**src/rtl/mem_access_stage.sv**
```systemverilog
// MEM stage: drives the data bus with a req/ready handshake, stalls the
// upstream pipeline while an access is outstanding, and fills MEM/WB.
module mem_access_stage #(
  parameter int TIMEOUT_CYCLES = 255
) (
  input  logic        clk,
  input  logic        rst_n,
  input  logic        MemtoReg_mem,
  input  logic        RegWrite_mem,
  input  logic        MemWrite_mem,
  input  logic [31:0] ALUResult_mem,
  input  logic [31:0] MemWriteData_mem,
  input  logic [4:0]  rdAddr_mem,
  output logic        dmem_req,
  output logic        dmem_we,
  output logic [31:0] dmem_addr,
  output logic [31:0] dmem_wdata,
  input  logic        dmem_ready,
  input  logic [31:0] dmem_rdata,
  output logic        stall_mem,
  output logic        RegWrite_wb,
  output logic [4:0]  rdAddr_wb,
  output logic [31:0] WBData_wb,
  output logic        bus_err
);

  localparam int CW = $clog2(TIMEOUT_CYCLES) + 1;
  localparam logic [CW-1:0] LAST = CW'(TIMEOUT_CYCLES - 1);

  typedef enum logic [1:0] {
    IDLE,
    REQ,
    DONE
  } state_t;

  state_t state, state_nx;

  logic [CW-1:0] cnt, cnt_nx;
  logic [31:0]   rdata_q, rdata_nx;
  logic          req_nx, we_nx, err_nx;
  logic [31:0]   addr_nx, wdata_nx;
  logic          rw_nx;
  logic [4:0]    rd_nx;
  logic [31:0]   wb_nx;
  logic          access;
  logic          is_load;

  assign access  = MemtoReg_mem | MemWrite_mem;
  assign is_load = MemtoReg_mem & ~MemWrite_mem;

  always_comb begin
    state_nx  = state;
    cnt_nx    = cnt;
    rdata_nx  = rdata_q;
    req_nx    = dmem_req;
    we_nx     = dmem_we;
    addr_nx   = dmem_addr;
    wdata_nx  = dmem_wdata;
    err_nx    = bus_err;
    rw_nx     = RegWrite_wb;
    rd_nx     = rdAddr_wb;
    wb_nx     = WBData_wb;
    stall_mem = 1'b0;
    unique case (state)
      IDLE: begin
        if (access) begin
          stall_mem = 1'b1;
          rw_nx     = 1'b0;
          addr_nx   = ALUResult_mem;
          wdata_nx  = MemWriteData_mem;
          we_nx     = MemWrite_mem;
          req_nx    = 1'b1;
          cnt_nx    = '0;
          state_nx  = REQ;
        end else begin
          rw_nx = RegWrite_mem;
          rd_nx = rdAddr_mem;
          wb_nx = ALUResult_mem;
        end
      end
      REQ: begin
        stall_mem = 1'b1;
        rw_nx     = 1'b0;
        if (dmem_ready) begin
          rdata_nx = dmem_rdata;
          req_nx   = 1'b0;
          state_nx = DONE;
        end else if (cnt == LAST) begin
          rdata_nx = '0;
          req_nx   = 1'b0;
          err_nx   = 1'b1;
          state_nx = DONE;
        end else begin
          cnt_nx = cnt + CW'(1);
        end
      end
      DONE: begin
        rw_nx    = RegWrite_mem;
        rd_nx    = rdAddr_mem;
        wb_nx    = is_load ? rdata_q : ALUResult_mem;
        state_nx = IDLE;
      end
      default: state_nx = IDLE;
    endcase
    // Upstream must never freeze while reset is asserted.
    if (!rst_n) stall_mem = 1'b0;
  end

  always_ff @(posedge clk) begin
    if (!rst_n) begin
      state       <= IDLE;
      cnt         <= '0;
      rdata_q     <= '0;
      dmem_req    <= 1'b0;
      dmem_we     <= 1'b0;
      dmem_addr   <= '0;
      dmem_wdata  <= '0;
      bus_err     <= 1'b0;
      RegWrite_wb <= 1'b0;
      rdAddr_wb   <= '0;
      WBData_wb   <= '0;
    end else begin
      state       <= state_nx;
      cnt         <= cnt_nx;
      rdata_q     <= rdata_nx;
      dmem_req    <= req_nx;
      dmem_we     <= we_nx;
      dmem_addr   <= addr_nx;
      dmem_wdata  <= wdata_nx;
      bus_err     <= err_nx;
      RegWrite_wb <= rw_nx;
      rdAddr_wb   <= rd_nx;
      WBData_wb   <= wb_nx;
    end
  end

endmodule

```
**config.mk**
```make
export PLATFORM = sky130hd
export DESIGN_NAME = mem_access_stage
export DESIGN_NICKNAME = d
export VERILOG_FILES = /design/src/rtl/mem_access_stage.sv
export SDC_FILE = /design/constraint.sdc
export NUM_CORES = 1
export LEC_CHECK = 0
export ABC_AREA = 1
export ABC_CLOCK_PERIOD_IN_PS = 1800
export BUFFER_PORTS_ARGS = -buffer_cell sky130_fd_sc_hd__buf_2
export CAP_MARGIN = 20
export CORE_ASPECT_RATIO = 0.7
export CORE_MARGIN = 2
export CORE_UTILIZATION = 49
export DETAILED_ROUTE_END_ITERATION = 8
export HOLD_SLACK_MARGIN = 0.08
export MAX_ROUTING_LAYER = met4
export PLACE_DENSITY = 0.85
export SLEW_MARGIN = 10
export SYNTH_ARGS = -nofsm -noshare
export SYNTH_HDL_FRONTEND = slang
export SYNTH_SLANG_ARGS = --single-unit
```
**constraint.sdc**
```tcl
create_clock -name clk -period 1.8 [get_ports clk]
set_input_delay 0.36 -clock clk [delete_from_list [all_inputs] [get_ports clk]]
set_output_delay 0.36 -clock clk [all_outputs]
set_load 0.02 [all_outputs]
```
# == After elaboration in Yosys (flattened, before gate mapping) ==
# Index checks and enable logic that the tools add are counted.
# op_classes
n_reduce_logical,12
muxes,24
n_mul,0
n_shift,0
n_div,0
eq_ne,8
addsub,1
n_lt_le_gt_ge,0
n_bitwise,4
# op_table
operator,count
$mux W32,4
$pmux W32 S2,1
$mux W9,3
$pmux W9 S2,1
$pmux W5 S2,1
$add A9 B1 Y9 const B,1
$eq A9 B8 Y1 const B,1
$ne A2 B2 Y1 const B,4
$reduce_and A2 Y1,4
$mux W1,6
$mux W2,3
$reduce_and A3 Y1,2
$reduce_bool A2 Y1,3
$mux W5,1
$pmux W1 S2,2
$pmux W2 S2,1
$reduce_and A4 Y1,1
$ne A3 B3 Y1 const B,1
$pmux W1 S3,1
$reduce_bool A3 Y1,1
$eq A2 B1 Y1 const B,1
$eq A2 B2 Y1 const B,1
$logic_not A2 Y1,1
$not A1 Y1,2
other kinds (2),2
# word_totals
regBits,148
latch_bits,0
mem_count,0
ramBits,0
rom_bits,0

# == Depth between registers and ports, before layout ==
# Gate-level depths: netlist (run 1).
# logic_depth
depth_word,4
depth_mapped,10

# == Worst setup path after synthesis (run 1) ==
# OpenSTA, ideal clock, no wires.
# synth_path
path_type,register to output
startpoint,reg state[0]
endpoint,out stall_mem
setup_slack_ns,0.132
path_stages_with_launch,6
arrival_time_ns,1.308
t_required_ns,1.440
n_path_buf,1
path_cell_list,dfxtp_1 > inv_1 > ha_1 > nand2_4 > clkbuf_1 > a21oi_1
# synth_between
elab_chain_len,3
word_cells_on_any_way,4
cone_classes,eq/ne: 1; mux: 2; reduce/logical: 1
# synth_lines
element,line,rtl
start: declaration,36,"state_t state, state_nx;"
start signal: assignment,123,state <= state_nx;
$eq A2 B1 Y1 or $logic_not A2 Y1 (tied branches),64,unique case (state)
$pmux W1 S2 *,64,
$mux W1 *,106,if (!rst_n) stall_mem = 1'b0;
end: declaration,20,"output logic stall_mem,"
# Mark *: on every way between the ends. The rest lies on a longest branch, timed or not.

# == Worst setup path after layout (run 1) ==
# layout_path
startpoint,reg state[1]
endpoint,out stall_mem
# Same word-level chain as after synthesis.

==> reports/metrics.yaml, run 1 <==
status: "finished, final reports clean"
dp_cells: 1099
synthesis.area_mm2: 0.005857
n_fill_cell: 995
fin_tns_setup_ns: 0
drtAntennaViolNets: 0
clock_path_buffers: 2
synth_top_area_frac: 0.5059
areaGrowthSynthToFinish_pct: 33.03
portBuffers: 212
worstReg2RegEnd: "bus_err$_SDFFE_PN0P_"
endpoint: "stall_mem"
worstPathBufferInverterCount: 2
fin_crit_sh: 0.9572
drv_cap: 0
grt_pass1_vias: 5140
rr_worst_depth: 8
syn_inst: 766
slew_violations: 0
hold_buffers: 0
rr_startpoint: "state[1]$_SDFFE_PN0P_"
synth-seq-cells: 148
start_util: 0.5012
fmax_ghz: 0.5804
totalWireLength_um: 15980
crit_family: "flip-flops"
end_kind: "output port"
n_antenna_cell: 0
yosysWarningCount: 0
antenna_found_initial: 0
vias: 5833
synthFlopType: "dfxtp_1"
dieArea_mm2: 0.01286
cp_slowest_stage_delay_ns: 0.34
overflow: 0
maxSlewHeadroom: 0.7267
cts_tree: "yes"
async_flop_share: 0
arrival_ns: 1.36
r2r_slack_ns: 0.11
htree_levels: 4
synth_edf_count: 0
die_h_um: 95.47
num_rows: 33
ctsRootBufferMaster: "clkbuf_16"
fin_ws_ns: 0.07706
crit_slowest_cell: "dfxtp_2"
drc: 0
drt-vias-per-instance: 5.148
leakage_uw: 0.003630
peakVddDrop_mv: 0.6546
synth.avg_cell_area_um2: 7.646
wl_per_cell_um: 14.11
worstSkewPairLatency_ns: 0.42
layout.nets: 1076
place_ws_ns: 0.1377
fin_skew_ns: 0.01213
drt-met1-wl_um: 7277
startpoint: "state[1]$_SDFFE_PN0P_"
gp_congestion: 0.8757
yosysSeqAreaShare: 0.5059
worst_slew_pin_slew_ns: 0.4099
synth_top_cells_by_area: "dfxtp_1 (51%), a21oi_1 (9.4%), o21ai_0 (9.2%), nor2_1 (7.8%), nand3_1 (5.7%)"
hold_violations: 0
die_w_um: 134.7
rsz0062_at_grt: "no"
finalSetupViolCount: 0
synth_area_leader_cell: "dfxtp_1"
track_usage: 0.2545
cp_max_fo: 4
crit_chain: "inv_2, ha_4, nand2_4, a21oi_4, buf_6"
yosysUniqueCellTypes: 25
hp-class: "input port to flip-flop"
cp_num_cells: 5
cts_buffers: 17
drtPass1Iterations: 5
grt_pass1_wl_um: 25070
p_per_area_mw_per_mm2: 1181
dp_hpwl_um: 11140
path_clk_slew_ns: 0.06
wl_met2_um: 7233
critical_path_class: "flip-flop to output port"
stdcell_count: 1133
final_area_mm2: 0.007791
power.total_uw: 9202
drt_iter0_drc: 363
drive_above_1_share: 0.2982
critPathLaunchType: "flip-flop"
io_pins: 213
required_ns: 1.44
clock_sinks: 148
syn-num-nets: 879
place_area_mm2: 0.007091
final.min_clock_period_ns: 1.723
fp.coreArea_mm2: 0.01169
grt_max_degree: 65
wl_met3_um: 1311
top_layer_used: "met4"
-- final cells by class --
class / count / area, um2 / share of cell area
multi-input combinational: 506 / 2480 / 0.3183
clock buffer: 21 / 460.4 / 0.05910
sequential: 148 / 2965 / 0.3806
inverter: 55 / 209.0 / 0.02682
timing repair buffer: 235 / 1306 / 0.1677
tap: 157 / 196.4 / 0.02521
clock inverter: 11 / 173.9 / 0.02232
-- what timing repair did --
| item | 4_1_cts | 5_1_grt |
|---|---|---|
| pin swaps | 1 | 1 |
| resized for setup | 9 | 5 |
| setup buffers | 2 | 0 |
| endpoints found under the setup margin | 1 | 12 |
-- cell families (layout without fill, tap and decap cells) --
group           count (synthesis)  count (layout)  synth area share
compound gates                250             250            0.2153
xor+xnor                        1               1          0.001496
fa+ha+maj                       6               6           0.01282
buf+inv                       112             322           0.07947
flops                         148             148            0.5059
simple gates                  249             249            0.1850
-- worst register-to-register path: cells and delay by family (launching register included) --
family | cells | cell delay (ns)
AOI/OAI and AO/OA | 1 | 0.16
adders and majority gates | 1 | 0.17
buffers and inverters | 4 | 0.67
DFF | 1 | 0.36
and+or+nand+nor | 2 | 0.22
-- worst min-delay path by stage --
stage                                  to  depth (start not counted)                      from  slack, ns
2_1_floorplan  WBData_wb[18]$_SDFFE_PN0P_                          2  rdata_q[18]$_SDFFE_PN0P_       0.45
3_3_place_gp        dmem_req$_SDFFE_PN0P_                          2     dmem_req$_SDFFE_PN0P_       0.45
3_5_place_dp        dmem_req$_SDFFE_PN0P_                          2     dmem_req$_SDFFE_PN0P_       0.45
4_1_cts         rdAddr_wb[2]$_SDFFE_PN0P_                          3             rdAddr_mem[2]       0.16
5_1_grt         rdAddr_wb[2]$_SDFFE_PN0P_                          3             rdAddr_mem[2]       0.17
6_report        rdAddr_wb[3]$_SDFFE_PN0P_                          3             rdAddr_mem[3]       0.18
-- routing by layer --
metal / up-vias / track usage
li1: 2947 / -
met2: 231 / 0.3976
met4: 0 / 0.07807
met1: 2639 / 0.3239
met5: - / -
met3: 16 / 0.06964
-- cell usage after synthesis, types with 2 or more instances --
master      n
ha_1        6
clkbuf_1   23
a21oi_1   110
inv_1      48
nand2_1    46
nand3_1    67
o21ai_1    29
o21ai_2     2
nor2_1    122
o21ai_0   108
nand2_2     3
nor3_1      2
nand4_1     3
inv_2       7
buf_2      33
dfxtp_1   148
-- metrics by stage --
step	util	hold slack (ns)
3_3_place_gp	0.6068	0.4474
2_1_floorplan	-	0.4544
3_5_place_dp	0.6068	0.4495
5_1_grt	0.6668	0.1696
4_1_cts	0.6652	0.1615
6_report	0.6668	0.1758
-- flip-flops by register name, indices dropped and copies added, names as in the netlist --
signal / count
RegWrite_wb: 1
cnt: 9
WBData_wb: 32
dmem_we: 1
dmem_req: 1
dmem_addr: 32
rdata_q: 32
bus_err: 1
state: 2
dmem_wdata: 32
rdAddr_wb: 5
-- report_power, final --
| part | internal [uW] | leakage (uW) | switching (uW) |
|---|---|---|---|
| registers | 3590 | 0.00122 | 158 |
| logic | 595 | 0.00211 | 1080 |
| clock network | 2400 | 0.000300 | 1370 |
| total | 6590 | 0.00363 | 2610 |
-- cell usage in the layout, fill, tap and decap left out, drive strengths merged, types with 2 or more instances in the layout --
| cell | n |
|---|---|
| clkinv | 2 |
| nand4 | 3 |
| o21ai | 139 |
| nand3 | 68 |
| buf | 235 |
| nor2 | 124 |
| ha | 6 |
| clkbuf | 21 |
| bufinv | 4 |
| clkinvlp | 3 |
| a21oi | 110 |
| nor3 | 3 |
| nand2 | 50 |
| dfxtp | 148 |
| inv | 57 |
(Power assumes the default switching activity.)
==> run 2, diff against run 1 <==
--- a/config.mk
+++ b/config.mk
@@ -7,15 +7,16 @@
 export LEC_CHECK = 0
 export ABC_AREA = 1
 export ABC_CLOCK_PERIOD_IN_PS = 1800
-export BUFFER_PORTS_ARGS = -buffer_cell sky130_fd_sc_hd__buf_2
 export CAP_MARGIN = 20
 export CORE_ASPECT_RATIO = 0.7
 export CORE_MARGIN = 2
-export CORE_UTILIZATION = 49
+export CORE_UTILIZATION = 59
+export CTS_CLUSTER_DIAMETER = 30
 export DETAILED_ROUTE_END_ITERATION = 8
+export DONT_BUFFER_PORTS = 1
 export HOLD_SLACK_MARGIN = 0.08
 export MAX_ROUTING_LAYER = met4
-export PLACE_DENSITY = 0.85
+export PLACE_DENSITY = 0.81
 export SLEW_MARGIN = 10
 export SYNTH_ARGS = -nofsm -noshare
 export SYNTH_HDL_FRONTEND = slang
==> run 2 against run 1 <==
Sequential cell count did not move. Fmax decreased by 1.4%. Die area decreased by 16%. Power down 3.0%. Clock skew shrank 0.0037 ns. Final cell count down 21%. Global-route usage rose by 3.5 points. Wire length shrank 3.5%. First-iteration DRC count rose by 8.3%. Sequential power increased by 10%. Combinational power fell by 45%. Largest cell class unchanged.
==> reports/metrics.yaml, run 2 (same netlist as run 1, synthesis figures left out) <==
status: "finished, final reports clean"
leakage_uw: 0.002708  # -25%
drtAntennaViolNets: 0  # unchanged
maxSlewHeadroom: 0.5196  # -0.2071
die_w_um: 123.1  # -8.6%
r2r_slack_ns: 0.11  # about the same
wl_met3_um: 1628  # +24%
peakVddDrop_mv: 0.7443  # +14%
finalSetupViolCount: 0  # unchanged
num_rows: 30  # -9.1%
start_util: 0.6048  # +0.1035
stdcell_count: 895  # -21%
final_common_cell: "dfxtp_1"
path_clk_slew_ns: 0.06  # about the same
dp_hpwl_um: 10410  # -6.6%
drc: 0  # unchanged
areaGrowthSynthToFinish_pct: 14.80
track_usage: 0.2895  # +0.03501
antenna_found_initial: 0  # unchanged
fp.coreArea_mm2: 0.009684  # -17%
n_antenna_cell: 0  # unchanged
rsz0062_at_grt: "no"
crit_slowest_cell: "dfxtp_2"
worstReg2RegEnd: "WBData_wb[0]$_SDFFE_PN0P_"
final.min_clock_period_ns: 1.747  # +0.02448 ns
critical_path_class: "flip-flop to output port"
totalWireLength_um: 15420  # -3.5%
startpoint: "state[1]$_SDFFE_PN0P_"
clock_path_buffers: 2  # unchanged
htree_levels: 4  # unchanged
layout.nets: 867  # -19%
overflow: 0  # unchanged
drtPass1Iterations: 7  # +2
drv_cap: 0  # unchanged
ctsRootBufferMaster: "clkbuf_16"
die_h_um: 87.36  # -8.5%
crit_chain: "inv_2, ha_4, nand2_4, a21oi_2, buf_4"
grt_pass1_vias: 4792  # -6.8%
dieArea_mm2: 0.01075  # -16%
vias: 5182  # -11%
wl_met2_um: 7444  # +2.9%
dp_cells: 856  # -22%
gp_congestion: 0.9182  # +4.9%
hold_violations: 0  # unchanged
drt-met1-wl_um: 6053  # -17%
fin_hold_ws_ns: 0.08620  # -0.08961 ns
drt_iter0_drc: 393  # +8.3%
cp_slowest_stage_delay_ns: 0.34  # about the same
worst_slew_pin_slew_ns: 0.7183  # +0.3084 ns
arrival_ns: 1.39  # +0.03 ns
fmax_ghz: 0.5723  # -1.4%
rr_worst_depth: 8  # unchanged
layout_common_cells: "dfxtp_1 (146), nor2_1 (122), a21oi_1 (109), o21ai_0 (108), nand3_1 (66)"
top_layer_used: "met4"
fin_crit_sh: 0.9708  # +0.01360
utilization: 0.6943  # +0.02754
portBuffers: 0  # -100%
end_kind: "output port"
slew_violations: 0  # unchanged
grt_pass1_wl_um: 23540  # -6.1%
n_fill_cell: 759  # -24%
p_per_area_mw_per_mm2: 1328  # +12%
cp_max_fo: 4  # unchanged
critPathLaunchType: "flip-flop"
required_ns: 1.44  # about the same
cts_tree: "yes"
wl_per_cell_um: 17.23  # +22%
cts_buffers: 17  # unchanged
fin_tns_setup_ns: 0  # unchanged
clock_sinks: 148  # unchanged
endpoint: "stall_mem"
fin_skew_ns: 0.008389  # -0.003742 ns
crit_family: "flip-flops"
drive_above_1_share: 0.1004  # -0.1978
worstPathBufferInverterCount: 2  # unchanged
io_pins: 213  # unchanged
rr_startpoint: "state[0]$_SDFFE_PN0P_"
drt-vias-per-instance: 5.790  # +12%
hp-class: "input port to flip-flop"
grt_max_degree: 94  # +45%
cp_num_cells: 5  # unchanged
worstSkewPairLatency_ns: 0.42  # about the same
[run 2: cell count changes in the layout (fill, tap and decap cells not counted), moves of 2 or more]
cell | previous run | this run
clkbuf_8 | 2 | 0
dlygate4sd3_1 | 0 | 5
clkinvlp_4 | 3 | 1
clkinv_4 | 1 | 4
buf_2 | 211 | 0
[run 2: how the worst min path moves through the flow]
| stage | startpoint | end | depth (start not counted) |
|---|---|---|---|
| finish | MemWrite_mem | dmem_we$_SDFFE_PN0P_ | 2 |
| global route | rst_n | bus_err$_SDFFE_PN0P_ | 1 |
| CTS | rst_n | dmem_addr[12]$_SDFFE_PN0P_ | 2 |
| detailed placement | rdata_q[3]$_SDFFE_PN0P_ | rdata_q[3]$_SDFFE_PN0P_ | 2 |
| global placement | rdata_q[11]$_SDFFE_PN0P_ | WBData_wb[11]$_SDFFE_PN0P_ | 2 |
| floorplan | rdata_q[18]$_SDFFE_PN0P_ | WBData_wb[18]$_SDFFE_PN0P_ | 2 |
[run 2: what timing repair did]
action	CTS	global route
endpoints found under the setup margin	1	12
pin swaps	1	1
hold buffers	5	0
gates resized for setup	8	4
hold endpoints to repair	16	0
setup buffers	2	0
[run 2: worst reg2reg max path: stages, from the launching register on]
cell and delay [ns]:
dfxtp_2 0.35, inv_2 0.08, ha_1 0.19, inv_2 0.08
nor3_4 0.23, buf_12 0.22, o21ai_0 0.13, a21oi_1 0.23
nor2_1 0.07
[run 2: power by group]
group / switching (uW) / internal [uW] / leakage [uW] / total (uW)
combinational: 590 / 338 / 0.00117 / 928
clock: 1390 / 2480 / 0.000315 / 3870
sequential: 534 / 3590 / 0.00122 / 4130
[run 2: cell type report]
type,instances,area [um2],area share
multi-input combinational,506,2477,0.3684
clock inverter,14,224.0,0.03331
inverter,55,206.4,0.03070
sequential,148,2965,0.4410
tap,128,160.2,0.02382
clock buffer,18,429.2,0.06383
timing repair buffer,26,261.5,0.03889
[run 2: stage by stage]
stage / power (uW) / worst slack, ns / area, um2
after floorplan: 4834 / 0.1323 / 5857
after global placement: 5009 / 0.1860 / 5958
after detailed placement: 5068 / 0.06792 / 5958
after CTS: 8958 / 0.03756 / 6706
after global routing: 9260 / 0.01165 / 6724
final: 8926 / 0.05258 / 6724
[run 2: layer usage]
layer,GRT usage,vias to the layer above
met4,0.1291,0
met2,0.4616,264
met5,-,-
met1,0.3421,2361
met3,0.08312,30
li1,-,2527
